[config.mk]
export PLATFORM = sky130hd
export DESIGN_NAME = readout_fsm
export DESIGN_NICKNAME = d
export VERILOG_FILES = /design/src/rtl/readout_fsm.sv
export SDC_FILE = /design/constraint.sdc
export NUM_CORES = 1
export LEC_CHECK = 0
export CAP_MARGIN = 15
export CORE_ASPECT_RATIO = 0.5
export CORE_UTILIZATION = 24
export DETAILED_ROUTE_END_ITERATION = 12
export PLACE_DENSITY = 0.49
export SYNTH_ARGS = -nofsm -noshare
export SYNTH_HDL_FRONTEND = slang
export SYNTH_SLANG_ARGS = --single-unit
[constraint.sdc]
create_clock -name clk -period 2.8 [get_ports clk]
set_input_delay 0.56 -clock clk [delete_from_list [all_inputs] [get_ports clk]]
set_output_delay 0.56 -clock clk [all_outputs]
set_load 0.01 [all_outputs]
[src/rtl/readout_fsm.sv]
// readout_fsm: scans the frame RAM row-major and streams each pixel as two
// bytes (high byte first) over a valid/ready byte interface.
// Optional build macro READOUT_HEADER_EN prepends the header bytes A5,5A
// to every frame; when undefined the frame is pixel bytes only.
module readout_fsm #(
  parameter int PIXEL_N_COLS = 24,
  parameter int PIXEL_N_ROWS = 24,
  parameter int NB_ADC       = 12,
  parameter int NB_MEM_ADDR  = 10
) (
  input  logic                   clk,
  input  logic                   rst,
  input  logic                   i_start,
  output logic                   o_busy,
  output logic                   o_done,
  output logic [NB_MEM_ADDR-1:0] o_ram_addr,
  output logic                   o_ram_read,
  input  logic [NB_ADC-1:0]      i_ram_value,
  output logic [7:0]             o_tx_data,
  output logic                   o_tx_valid,
  input  logic                   i_tx_ready
);

  localparam int COL_W = (PIXEL_N_COLS > 1) ? $clog2(PIXEL_N_COLS) : 1;
  localparam int ROW_W = (PIXEL_N_ROWS > 1) ? $clog2(PIXEL_N_ROWS) : 1;

  typedef enum logic [2:0] {
    S_IDLE,
    S_RD_ADDR,
    S_RD_WAIT,
    S_SEND_HI,
    S_SEND_LO,
    S_DONE
`ifdef READOUT_HEADER_EN
    ,
    S_HDR_0,
    S_HDR_1
`endif
  } state_t;

  state_t            state_q, state_d;
  logic [ROW_W-1:0]  row_q, row_d;
  logic [COL_W-1:0]  col_q, col_d;
  logic [NB_ADC-1:0] pix_q, pix_d;

  logic [15:0]       pix_ext;
  logic              last_col;
  logic              last_row;

  // Zero-extend the pixel to 16 bits so the high byte carries the top
  // NB_ADC-8 bits with leading zeros.
  assign pix_ext  = 16'(pix_q);
  assign last_col = (col_q == COL_W'(PIXEL_N_COLS - 1));
  assign last_row = (row_q == ROW_W'(PIXEL_N_ROWS - 1));

  // Row-major RAM address from the scan counters.
  assign o_ram_addr = NB_MEM_ADDR'(row_q) * NB_MEM_ADDR'(PIXEL_N_COLS)
                    + NB_MEM_ADDR'(col_q);

  // State, scan counters and captured pixel.
  always_ff @(posedge clk) begin
    if (rst) begin
      state_q <= S_IDLE;
      row_q   <= '0;
      col_q   <= '0;
      pix_q   <= '0;
    end else begin
      state_q <= state_d;
      row_q   <= row_d;
      col_q   <= col_d;
      pix_q   <= pix_d;
    end
  end

  // Next-state, counter updates and Moore outputs.
  always_comb begin
    state_d    = state_q;
    row_d      = row_q;
    col_d      = col_q;
    pix_d      = pix_q;
    o_busy     = (state_q != S_IDLE);
    o_done     = 1'b0;
    o_ram_read = 1'b0;
    o_tx_valid = 1'b0;
    o_tx_data  = '0;

    case (state_q)
      S_IDLE: begin
        if (i_start) begin
`ifdef READOUT_HEADER_EN
          state_d = S_HDR_0;
`else
          state_d = S_RD_ADDR;
`endif
        end
      end
`ifdef READOUT_HEADER_EN
      S_HDR_0: begin
        o_tx_valid = 1'b1;
        o_tx_data  = 8'hA5;
        if (i_tx_ready) state_d = S_HDR_1;
      end
      S_HDR_1: begin
        o_tx_valid = 1'b1;
        o_tx_data  = 8'h5A;
        if (i_tx_ready) state_d = S_RD_ADDR;
      end
`endif
      S_RD_ADDR: begin
        o_ram_read = 1'b1;
        state_d    = S_RD_WAIT;
      end
      S_RD_WAIT: begin
        pix_d   = i_ram_value;
        state_d = S_SEND_HI;
      end
      S_SEND_HI: begin
        o_tx_valid = 1'b1;
        o_tx_data  = pix_ext[15:8];
        if (i_tx_ready) state_d = S_SEND_LO;
      end
      S_SEND_LO: begin
        o_tx_valid = 1'b1;
        o_tx_data  = pix_ext[7:0];
        if (i_tx_ready) begin
          if (last_col) begin
            col_d = '0;
            row_d = row_q + ROW_W'(1);
          end else begin
            col_d = col_q + COL_W'(1);
          end
          state_d = (last_row && last_col) ? S_DONE : S_RD_ADDR;
        end
      end
      S_DONE: begin
        o_done  = 1'b1;
        row_d   = '0;
        col_d   = '0;
        state_d = S_IDLE;
      end
      default: state_d = S_IDLE;
    endcase
  end

endmodule

=== After elaboration in Yosys (flattened, before gate mapping) ===
Cells that the tools add are included.

* Input bits: 16
* Bits in registers: 25
* Logic and storage cells: 42

* $add $sub $neg: 3
* Mux-type cells: 15
* Equal/unequal tests: 11
* Reduce and logical (&&, ||, !) cells: 8
* Multipliers: 1

{| class="wikitable"
|+ Operators with widths
! kind !! count
|-
| 2-to-1 mux 5 bit || 4
|-
| case mux 5 bit (2 select lines) || 2
|-
| case mux 8 bit (2 select lines) || 1
|-
| case mux 3 bit (5 select lines) || 1
|-
| 2-to-1 mux 3 bit || 4
|-
| adder 10 x 5 -> 10 bit || 1
|-
| adder 5 x 1 -> 5 bit (second input constant) || 2
|-
| == test 5 bit (second input constant) || 2
|-
| inequality test 2 bit (second input constant) || 4
|-
| multiplier 5 x 2 -> 7 bit (second input constant) || 1
|-
| == test 3 x 2 -> 1 bit (second input constant) || 2
|-
| == test 3 bit (second input constant) || 2
|-
| AND reduction 3 bit || 2
|-
| == test 3 x 1 -> 1 bit (second input constant) || 1
|-
| logical NOT 3 bit || 1
|-
| 2-to-1 mux 1 bit || 3
|-
| nonzero test 3 bit || 1
|-
| AND reduction 2 bit || 1
|-
| nonzero test 2 bit || 1
|-
| OR reduction 2 bit || 1
|-
| logical AND 1 bit || 1
|}

=== Longest topological paths before layout ===
* Word-level depth: 5
* Mapped depth: 7
* Mapped depth without buffers: 7

=== Least setup slack after synthesis ===
OpenSTA, ideal clock, no wires.

* Path type: register -> output
* From: register row_q[0]
* To: output o_ram_addr[9]
* Data required time: 2240 ps
* Arrival time: 2044 ps
* Cell stages (with the launch flop): 8
* Setup slack: 196 ps
* Cells stage by stage: dfxtp_1 -> ha_1 -> fa_1 -> xor2_1 -> nor3_1 -> mux2_2 -> and3b_1 -> o22ai_1

* Longest elaborated chain between the ends: 2

{| class="wikitable"
|+ RTL lines
! item !! line !! source
|-
| start, declared || 42 || <nowiki>logic [ROW_W-1:0] row_q, row_d;</nowiki>
|-
| start signal, assigned || 69 || <nowiki>row_q <= row_d;</nowiki>
|-
| multiplier 5 x 2 -> 7 bit || 57 || <nowiki>assign o_ram_addr = NB_MEM_ADDR'(row_q) * NB_MEM_ADDR'(PIXEL_N_COLS)</nowiki>
|-
| adder 10 x 5 -> 10 bit || 58 || <nowiki>+ NB_MEM_ADDR'(col_q);</nowiki>
|-
| end, declared || 16 || <nowiki>output logic [NB_MEM_ADDR-1:0] o_ram_addr,</nowiki>
|}

Every way passes these cells.

=== Final worst setup path ===
Same ends and word-level chain as after synthesis.

==> flow_summary_export.csv <==
group,metric,value,unit
status,status,"finished, final reports clean",
cells_and_area,num_antenna_cells,0,
synthesis,yosysTopAreaCell,"dfxtp_1",
routing,first_pass_iters,4,
timing,tns,0,ps
clock_tree,cts_max_level,1,
placed_design,port_buffers,37,
routing,totalWireLength,3670,um
synthesis,yosysMostFrequentCell,"nor2_1",
grt,grt_pass1_wl,5970,um
routing,wl_per_cell,11.8,um
grt,antenna_found_initial,0,
cells_and_area,final_area,0.00224,mm2
routing,vias,1304,
timing,period_minus_slack,2790,ps
worst_setup_path,critPathArrivalTime,2230,ps
grt,grt_max_degree,15,
placed_design,dp_hpwl,2680,um
power,p_seq_share,48.1,%
timing,worst_slew_pin_slew,524,ps
job,drv_cap,0,
timing,skew,4.83,ps
timing,rsz0062_at_grt,"yes",
floorplan,die_area,0.00664,mm2
floorplan,dieHeight,58.1,um
clock_tree,clockRootBuffer,"clkbuf_16",
worst_setup_path,path_max_fanout,4,
worst_setup_path,crit_type,"reg -> out",
power,p_sw_share,22.8,%
power,p_comb_share,11.3,%
floorplan,initial_utilization,26.2,%
synthesis,yosys_warnings,0,
synthesis,synth_edf_count,0,
clock_tree,clkSinkCount,25,
grt,overflow,0,
timing,hold_violations,0,
power,clkPwrFrac,40.6,%
synthesis,synth_top_area_share,33.1,%
worst_setup_path,crit_path_start_kind,"flip-flop",
routing,ant_nets,0,
floorplan,io_pins,38,
power,p_leak,0.925,nW
cells_and_area,nets,256,
synthesis,synth.distinct_cells,37,
clock_tree,hold_buffers,0,
worst_setup_path,cp.required,2240,ps
synthesis,ys_ff_latch,25,
worst_setup_path,startpoint,"row_q[0]",
cells_and_area,layout-drive-gt1-share,19.9,%
grt,grt_usage,11.6,%
synthesis,syn_avg_cell_area,8.69,um2
power,p_per_area,355,mW/mm2
placed_design,routabilityCongestion,0.741,
synthesis,synth_nets,203,
power,finalPower,0.000794,W
timing,fin_crit_sh,99.8,%
synthesis,ys.flop_type,"dfxtp_1",
worst_setup_path,endpoint_kind,"output port",
cells_and_area,num-fill-cells,598,
synthesis,ys_seq_area_share,33.1,%
power,p_int,0.000613,W
synthesis,netlist_instances,174,
clock_tree,cts.clk_slew.worst_paths,60,ps
synthesis,synth_area_leaders,"dfxtp_1, mux2i_1, ha_1",
floorplan,die_w,114,um
worst_hold_path,min_from,"col_q[1]",
clock_tree,clock_path_buffers,2,
synthesis,syn_area,0.00151,mm2
clock_tree,clk-insertion-delay-late,260,ps
placed_design,placed_area,0.00210,mm2
timing,maxSlewViolCount,0,
routing,drt_iter0_drc,15,
clock_tree,cts_buffers,3,
timing,maxSlewHeadroom,65.0,%
synthesis,synthArstFlopShare,0,%
worst_hold_path,min_path_type,"reg -> reg",
cells_and_area,area.growth.synth_to_final,47.9,%
worst_setup_path,reg2reg_from,"state_q[2]",
power,p_sw,0.000181,W
routing,viasPerCell,4.21,
timing,max_freq,0.358,GHz
synthesis,synth_common_cells,"nor2_1, dfxtp_1, mux2i_1",
timing,setup_viol,0,
power,ir_drop,294,uV
clock_tree,cts_tree,"built",
cells_and_area,fin_util,38.7,%
grt,grt_pass1_vias,1276,
routing,drc_errors,0,
floorplan,core,0.00578,mm2
floorplan,num_rows,19,
==> critical path, stage by stage (launching register included) <==
cell and delay [ps]:
dfxtp_4 360, ha_2 210, fa_2 370, xor2_2 210
nor2_1 70, mux2_4 290, and3b_1 170, o22ai_1 150
buf_2 150
==> cells by family after synthesis <==
| family | count (synthesis) | share of synthesized area (%) |
|---|---|---|
| compound gates | 24 | 9.60 |
| mux | 15 | 10.0 |
| buf+inv | 14 | 4.64 |
| simple gates | 73 | 25.1 |
| fa+ha+maj | 13 | 11.8 |
| flops | 25 | 33.1 |
| xor+xnor | 10 | 5.80 |
==> power groups by stage <==
| stage | sequential, W | clock (W) | combinational [W] |
|---|---|---|---|
| floorplan | 0.000382 | 0 | 0.0000583 |
| global placement | 0.000390 | 0 | 0.0000894 |
| detailed placement | 0.000391 | 0 | 0.0000908 |
| CTS | 0.000383 | 0.000327 | 0.0000911 |
| global route | 0.000384 | 0.000343 | 0.0000985 |
| finish | 0.000382 | 0.000323 | 0.0000898 |
==> through the flow <==
step / setup slack [ps] / hold WS (ps) / cells
floorplan: 196 / 452 / 174
global placement: -164 / 466 / 306
finish: 5.00 / 494 / 310
global route: -65.8 / 513 / 310
detailed placement: -219 / 482 / 306
CTS: -99.0 / 498 / 310
==> area by class of cell <==
class	instances	area (um2)	share of cell area (%)
multi-input cells	135	1000	44.9
repair buffers	59	529	23.7
flip-flops and latches	25	507	22.7
well taps	84	105	4.70
clock buffers	3	75.1	3.36
inverters	3	11.3	0.504
clock inverters	1	5.00	0.224
==> layout by cell type, fill, tap and decap left out, types with 2 or more instances in the layout <==
cell type / synthesis / layout
dfxtp_2: 0 / 2
nand4b_1: 2 / 2
inv_1: 3 / 3
nor2_1: 28 / 28
or3_1: 2 / 2
ha_2: 0 / 2
nor2b_1: 3 / 3
nor3_2: 0 / 2
nand2_1: 13 / 12
fa_2: 0 / 2
mux2i_1: 14 / 14
a22o_1: 4 / 4
nand3_1: 2 / 2
dfxtp_1: 25 / 22
o21ai_0: 3 / 3
clkbuf_16: 0 / 3
nand4_1: 2 / 2
xor2_1: 7 / 5
clkdlybuf4s50_1: 0 / 32
ha_1: 11 / 8
a21oi_1: 12 / 11
nor3b_1: 4 / 3
and2_1: 5 / 5
xnor2_1: 3 / 3
nand2b_1: 3 / 3
dlygate4sd2_1: 0 / 3
xor2_2: 0 / 2
buf_4: 4 / 22
==> path summary, 6_finish.rpt <==
kind | end | slack, ps | cells past startpoint
worst max-delay path | o_ram_addr[9] | 5 | 8
worst min-delay path | col_q[1] | 490 | 2
worst max register to register | col_q[3] | 850 | 4
worst min register to register | col_q[1] | 490 | 2
==> state kept, by name (all words and copies together) (netlist names) <==
name and count:
col_q 5, pix_q 12, row_q 5, state_q 3
==> timing repair <==
action | 4_1_cts | 5_1_grt
setup endpoints to repair | 4 | 4
gates resized for setup | 10 | 14
pin swaps | 1 | 1
buffers inserted | 0 | 0
==> layer usage <==
| layer | GRT usage, % | vias up | wire [um] |
|---|---|---|---|
| met3 | 3.87 | 2 | 202 |
| met5 | 0 | - | 0 |
| met1 | 15.0 | 577 | 1890 |
| met4 | 3.34 | 0 | 14 |
| li1 | - | 696 | - |
| met2 | 18.4 | 29 | 1560 |
Note: power is estimated with default switching activity, not from simulation.
